`src/rtl/rsa_pkg.sv`:
```
// Shared RSA-core definitions.
// Holds the datapath width, the word type and the state encoding.
// Both the Montgomery-domain conversion block and the Montgomery
// multiplier use this package.
package rsa_pkg;
    localparam int RSA_WIDTH = 256;

    typedef enum logic [1:0] {S_IDLE, S_CALC, S_DONE} mp_state_t;

    typedef logic [RSA_WIDTH-1:0] rsa_word_t;
endpackage

```
`src/rtl/modulo_product_if.sv`:
```
// Request/result bundle for modulo_product.
//   i_start : one-cycle request pulse; the block samples it only while idle
//   i_n     : modulus (odd, 1 < n)
//   i_a     : operand (a < n)
//   o_mp    : registered result (a * 2^K) mod n; held until the next result
//   o_end   : one-cycle pulse in the first cycle o_mp shows a new result
//   o_busy  : high from the cycle after acceptance through the o_end cycle
//   o_state : current FSM state, for debug and checkers
// Handshake: one start pulse, no ready signal. A start that arrives while
// o_busy is high is dropped and not queued. Each accepted start yields
// exactly one o_end pulse, unless a reset intervenes.
interface modulo_product_if #(parameter int WIDTH = rsa_pkg::RSA_WIDTH);
    logic             i_start;
    logic [WIDTH-1:0] i_n;
    logic [WIDTH-1:0] i_a;
    logic [WIDTH-1:0] o_mp;
    logic             o_end;
    logic             o_busy;
    logic [1:0]       o_state;

    modport master (output i_start, i_n, i_a,
                    input  o_mp, o_end, o_busy, o_state);
    modport slave  (input  i_start, i_n, i_a,
                    output o_mp, o_end, o_busy, o_state);
endinterface

```
`src/rtl/mp_step.sv`:
```
// One double-and-conditional-subtract step: o_t = (2*i_t) mod i_n,
// provided that i_t < i_n. This module is purely combinational.
//   i_t : current residue (WIDTH bits)
//   i_n : modulus (WIDTH bits)
//   o_t : next residue (WIDTH bits)
module mp_step
    import rsa_pkg::*;
#(
    parameter int WIDTH = RSA_WIDTH
) (
    input  logic [WIDTH-1:0] i_t,
    input  logic [WIDTH-1:0] i_n,
    output logic [WIDTH-1:0] o_t
);
    logic [WIDTH:0] d;
    logic [WIDTH:0] n_ext;
    logic           ge;

    assign d     = {i_t, 1'b0};
    assign n_ext = {1'b0, i_n};
    // The compare runs at full WIDTH+1 bits so that a carry out of the doubling is not lost.
    assign ge    = (d >= n_ext);
    // When ge is set the true difference is below 2^WIDTH. Its low WIDTH
    // bits therefore equal the WIDTH-bit modular difference computed here.
    assign o_t   = ge ? (d[WIDTH-1:0] - i_n) : d[WIDTH-1:0];
endmodule

```
`src/rtl/modulo_product.sv`:
```
// Converts an operand into the Montgomery domain: o_mp = (a * 2^K) mod n.
// It runs K double-and-conditional-subtract iterations, one per clock.
//   i_clk : clock, rising edge
//   i_rst : synchronous active-high reset
//   bus   : modulo_product_if slave (start/n/a in; mp/end/busy/state out)
// Latency: a start accepted at edge E0 gives o_end high in the cycle
// after edge E0+K+1.
module modulo_product
    import rsa_pkg::*;
#(
    parameter int WIDTH = RSA_WIDTH,
    parameter int K     = RSA_WIDTH
) (
    input  logic            i_clk,
    input  logic            i_rst,
    modulo_product_if.slave bus
);
    localparam int CW = $clog2(K + 1);

    localparam logic [1:0] ST_IDLE = S_IDLE;
    localparam logic [1:0] ST_CALC = S_CALC;
    localparam logic [1:0] ST_DONE = S_DONE;

    logic [1:0]       state_q, state_d;
    logic [CW-1:0]    cnt_q, cnt_d;
    logic [WIDTH-1:0] t_q, t_d;
    logic [WIDTH-1:0] n_q, n_d;
    logic [WIDTH-1:0] mp_q, mp_d;
    logic             end_q, end_d;
    logic [WIDTH-1:0] t_next;

    mp_step #(.WIDTH(WIDTH)) u_step (
        .i_t (t_q),
        .i_n (n_q),
        .o_t (t_next)
    );

    always_comb begin
        state_d = state_q;
        cnt_d   = cnt_q;
        t_d     = t_q;
        n_d     = n_q;
        mp_d    = mp_q;
        end_d   = end_q;
        case (state_q)
            ST_IDLE: begin
                if (bus.i_start) begin
                    t_d     = bus.i_a;
                    n_d     = bus.i_n;
                    cnt_d   = '0;
                    state_d = ST_CALC;
                end
            end
            ST_CALC: begin
                t_d   = t_next;
                cnt_d = cnt_q + 1'b1;
                if (cnt_q == CW'(K - 1)) begin
                    state_d = ST_DONE;
                end
            end
            ST_DONE: begin
                // The first DONE cycle publishes the result. The block
                // stays in DONE while o_end is visible, so o_busy also
                // covers the o_end cycle.
                if (!end_q) begin
                    mp_d  = t_q;
                    end_d = 1'b1;
                end else begin
                    end_d   = 1'b0;
                    state_d = ST_IDLE;
                end
            end
            default: begin
                state_d = ST_IDLE;
                end_d   = 1'b0;
            end
        endcase
    end

    always_ff @(posedge i_clk) begin
        if (i_rst) begin
            state_q <= ST_IDLE;
            cnt_q   <= '0;
            t_q     <= '0;
            n_q     <= '0;
            mp_q    <= '0;
            end_q   <= 1'b0;
        end else begin
            state_q <= state_d;
            cnt_q   <= cnt_d;
            t_q     <= t_d;
            n_q     <= n_d;
            mp_q    <= mp_d;
            end_q   <= end_d;
        end
    end

    assign bus.o_mp    = mp_q;
    assign bus.o_end   = end_q;
    assign bus.o_busy  = (state_q != ST_IDLE);
    assign bus.o_state = state_q;
endmodule
```
`src/flat_wrapper.sv`:
```
// flat-port wrapper written by rule: the top's interface ports become plain ports
module modulo_product_flat import rsa_pkg::*;
#(
    parameter int WIDTH = RSA_WIDTH,
    parameter int K     = RSA_WIDTH
)
  (i_clk, i_rst, bus_i_start, bus_i_n, bus_i_a, bus_o_mp, bus_o_end, bus_o_busy, bus_o_state);
  modulo_product_if #(.WIDTH(WIDTH)) bus_i ();
  input  logic i_clk;
  input  logic i_rst;
  input wire logic [$bits(bus_i.i_start)-1:0] bus_i_start;
  input wire logic [$bits(bus_i.i_n)-1:0] bus_i_n;
  input wire logic [$bits(bus_i.i_a)-1:0] bus_i_a;
  output wire logic [$bits(bus_i.o_mp)-1:0] bus_o_mp;
  output wire logic [$bits(bus_i.o_end)-1:0] bus_o_end;
  output wire logic [$bits(bus_i.o_busy)-1:0] bus_o_busy;
  output wire logic [$bits(bus_i.o_state)-1:0] bus_o_state;
  assign bus_i.i_start = bus_i_start;
  assign bus_i.i_n = bus_i_n;
  assign bus_i.i_a = bus_i_a;
  assign bus_o_mp = bus_i.o_mp;
  assign bus_o_end = bus_i.o_end;
  assign bus_o_busy = bus_i.o_busy;
  assign bus_o_state = bus_i.o_state;
  modulo_product #(.WIDTH(WIDTH), .K(K)) u_core (.i_clk(i_clk), .i_rst(i_rst), .bus(bus_i));
endmodule
```
`config.mk`:
```
export PLATFORM = sky130hd
export DESIGN_NAME = modulo_product_flat
export DESIGN_NICKNAME = d
export VERILOG_FILES = /design/src/rtl/rsa_pkg.sv /design/src/rtl/modulo_product_if.sv /design/src/rtl/mp_step.sv /design/src/rtl/modulo_product.sv /design/src/flat_wrapper.sv
export SDC_FILE = /design/constraint.sdc
export NUM_CORES = 2
export LEC_CHECK = 0
export BUFFER_PORTS_ARGS = -buffer_cell sky130_fd_sc_hd__buf_2
export CAP_MARGIN = 20
export CORE_MARGIN = 3
export CORE_UTILIZATION = 28
export CTS_BUF_LIST = sky130_fd_sc_hd__clkbuf_4 sky130_fd_sc_hd__clkbuf_8 sky130_fd_sc_hd__clkbuf_16
export CTS_CLUSTER_SIZE = 16
export DETAILED_ROUTE_END_ITERATION = 12
export PLACE_DENSITY = 0.56
export SYNTH_ARGS = -nofsm -noshare
export SYNTH_HDL_FRONTEND = slang
export SYNTH_HIERARCHICAL = 1
export SYNTH_SLANG_ARGS = --single-unit
```
`constraint.sdc`:
```
create_clock -name i_clk -period 5.6 [get_ports i_clk]
set_input_delay 0.56 -clock i_clk [delete_from_list [all_inputs] [get_ports i_clk]]
set_output_delay 0.56 -clock i_clk [all_outputs]
set_load 0.02 [all_outputs]
```
==> reports/metrics.cfg <==
[pwr]
internal_power_mw = 13.5
swShare_pct = 44.1
combPwrFrac_pct = 46.4
clockPowerShare_pct = 27.5
power-per-cell-area_mw_per_mm2 = 384
p_leak_nw = 25.9
vdd_ir_drop_max_uv = 262
p_switching_mw = 10.6
pwr-share-seq_pct = 26.1
power.total_mw = 24.1

[timing]
slew_headroom_pct = 9.97
finalSetupViolations = 0
finalHoldViolations = 0
fin_crit_sh_pct = 97.2
tightest_slew_ns = 1.35
report.final.slew_viol_count = 0
fin_ws_ns = 0.158
hold_slack_ns = 0.0631
period_needed_ns = 5.44
tns_ns = 0
fmax_mhz = 184
fin_skew_ns = 0.0501

[yosys]
synthesis.area_mm2 = 0.0524
synth_async_sr_flop_share_pct = 0
yosys_warnings = 6
ys_seq_elements = 780
yosysMostFrequentCell = nand2_1
synth_edf_count = 0
synthTopCellsByArea = dfxtp_1 (30%), nand2_1 (14%), a21oi_1 (11%)
synth_nets = 8502
ys_seq_area_share_pct = 29.8
syn_inst = 7728
synth_flop_cell = dfxtp_1
synth_common_cells = nand2_1 (2002), a21oi_1 (1177), nor2_1 (790), dfxtp_1 (780), inv_1 (355)
avgSynthCellArea_um2 = 6.79
synth_top_cell_by_area = dfxtp_1
ys_types = 93
yosysTopAreaCellShare_pct = 29.8

[min_path]
hold_class = primary input to flip-flop
min_from = bus_i_n[194]

[cts]
cts_max_level = 3
clock_sinks = 780
clock_path_buffers = 3
cts_buffers = 96
cts_tree = done
path_clk_slew_ns = 0.06
clkLatencyLatePin_ns = 0.78
root_buffer = clkbuf_16

[layout]
layout-drive-gt1-share_pct = 14.3
syn_to_final_growth_pct = 20.0
stdcell_count = 10900
layout.nets = 9125

[routing]
routed_wl_mm = 258
vias = 58100
drtAntennaViolNets = 0
via_per_inst = 5.32
drcViolationCount = 0
dr.pass1.iters = 6
drtIter0Drc = 4551
routedWlPerCell_um = 23.6

[place]
portBuffers = 774
dp.cells = 10600
routabilityCongestion = 0.972
post-place-ws_ns = -0.669
dpl.hpwl_mm = 207

[grt]
grtUsageTotal_pct = 25.4
grt_pass1_wl_mm = 370
grt_overflow_total = 0
grt_max_degree = 184
antenna_found_initial = 21
grt_pass1_vias = 55900

[status]
status = completed

[setup_path]
cpPeakStageDelay_ns = 0.50
timing.critical_path.mode_cell = o21ai_0
path_max_fanout = 7
required_ns = 6.24
startpoint_type = flip-flop
worst_r2r_path_depth = 17
crit_family = compound AO/OA/AOI/OAI gates
path_buf_inv = 2
critPathLaunch = u_core/n_q[81]
setup.worst_path.end = u_core/t_q[158]
r2r-end = u_core/t_q[158]
r2r_start = u_core/n_q[81]
critical_path_depth = 17
crit_path_end_kind = flip-flop
criticalPathCategory = flip-flop to flip-flop
worst_path_max_delay_cell = a21boi_0
ff2ff_setup_slack_ns = 0.16
arrival_ns = 6.08
path_cells = inv_1, ha_1, a21oi_1, o21ai_0, a221o_1, a221oi_2, o221ai_1, a31oi_1, o21ai_0, buf_4, a31o_2, a21boi_0, o21ai_0, xnor2_1, a21oi_1, nand2_1, a311oi_1

[die]
start_util_pct = 28.2
core_mm2 = 0.186
die-area_mm2 = 0.193
die_h_um = 439
die_w_um = 439
io_pins = 775
rows = 158

[run]
maxCapViolations = 0

==> cell families after synthesis <==
logic type / count (synthesis) / share of synthesized area (%)
flops: 780 / 29.8
simple gates: 3283 / 25.7
mux: 3 / 0.0596
xor+xnor: 239 / 3.99
fa+ha+maj: 259 / 6.19
buf+inv: 866 / 7.53
compound gates: 2298 / 26.7
==> layer usage <==
layer  share of wire [%]  vias up  wire (um)  global-route usage, %
met5              0.0081        -         21                      0
met4                 5.9        4      15200                   13.3
met3                 5.1      475      13100                   3.36
met2                  47     1933     122000                   42.7
met1                  42    27700     108000                   31.6
li1                    -    27900          -                      -
==> power groups by stage <==
stage / Combinational (mW) / Sequential [mW] / Clock [mW]
floorplan: 7.11 / 6.24 / 0
global placement: 10.9 / 6.41 / 0
detailed placement: 10.9 / 6.42 / 0
CTS: 11.0 / 6.30 / 6.80
global route: 12.1 / 6.34 / 7.00
finish: 11.2 / 6.30 / 6.64
==> timing repair <==
action                                  CTS  global route
hold buffers                             91             0
pin swaps                                 0             3
gates resized for setup                   6            20
hold endpoints to repair                 91             0
buffers inserted                          0             1
endpoints found under the setup margin  254            85
==> worst min-delay path, delay by kind of cell <==
family	cells	cell delay (ns)
AO/OA/AOI/OAI	1	0.06
buffers and inverters	1	0.09
AND/OR/NAND/NOR	1	0.07
==> stage by stage <==
step	util, %	cell area [um^2]
after floorplan	-	52400
after global placement	31.5	58500
after detailed placement	31.5	58500
after CTS	33.8	62800
after global routing	33.9	62900
final	33.9	62900
==> cells in the final DEF (no fill, tap or decap), types with 10 or more instances in the layout <==
master,netlist,final
inv_1,355,355
dlygate4sd3_1,0,91
nor4_1,28,27
o21a_1,50,50
nand4_1,155,155
buf_2,205,773
inv_6,0,10
nand2_1,2002,2001
ha_1,258,256
o31ai_1,31,29
a21oi_1,1177,1177
or3_1,17,17
and3_1,14,14
diode_2,0,15
o21bai_1,89,89
nand2b_1,17,16
clkbuf_4,0,15
and2_1,14,13
a21boi_0,33,31
a211oi_1,26,23
and4_1,15,15
clkbuf_16,0,96
buf_4,20,144
a311oi_1,258,256
xnor2_1,146,146
o211ai_1,29,29
dfxtp_1,780,780
o21ai_0,312,312
nor2b_1,17,16
a21o_1,122,122
nand3_1,68,68
a31oi_1,43,43
xor2_1,93,93
o21ai_1,15,14
clkbuf_8,0,19
nor3_1,93,89
buf_12,0,26
or2_2,20,20
nor2_1,790,789
==> flip-flops by register name, indices dropped and copies added (netlist names) <==
name,flops
u_core/bus.o_state,2
u_core/bus.o_mp,256
u_core/t_q,256
u_core/cnt_q,9
u_core/bus.o_end,1
u_core/n_q,256
==> how the worst min path moves through the flow <==
stage	cells after the start	slack (ns)	end
floorplan	2	0.44	u_core/n_q[100]
global placement	2	0.44	u_core/bus.o_mp[136]
detailed placement	2	0.44	u_core/bus.o_mp[251]
CTS	3	0.0001	u_core/n_q[114]
global route	3	0.03	u_core/n_q[49]
finish	3	0.06	u_core/n_q[194]
==> area by class of cell <==
cell class | count | area, um^2
fill | 20500 | 123000
multi-input combinational | 6082 | 33100
sequential | 780 | 15600
timing repair buffer | 1036 | 6420
tap | 2480 | 3100
clock buffer | 130 | 2780
inverter | 355 | 1330
clock inverter | 44 | 588
antenna | 15 | 37.5
Note: power is estimated with default switching activity, not from simulation.
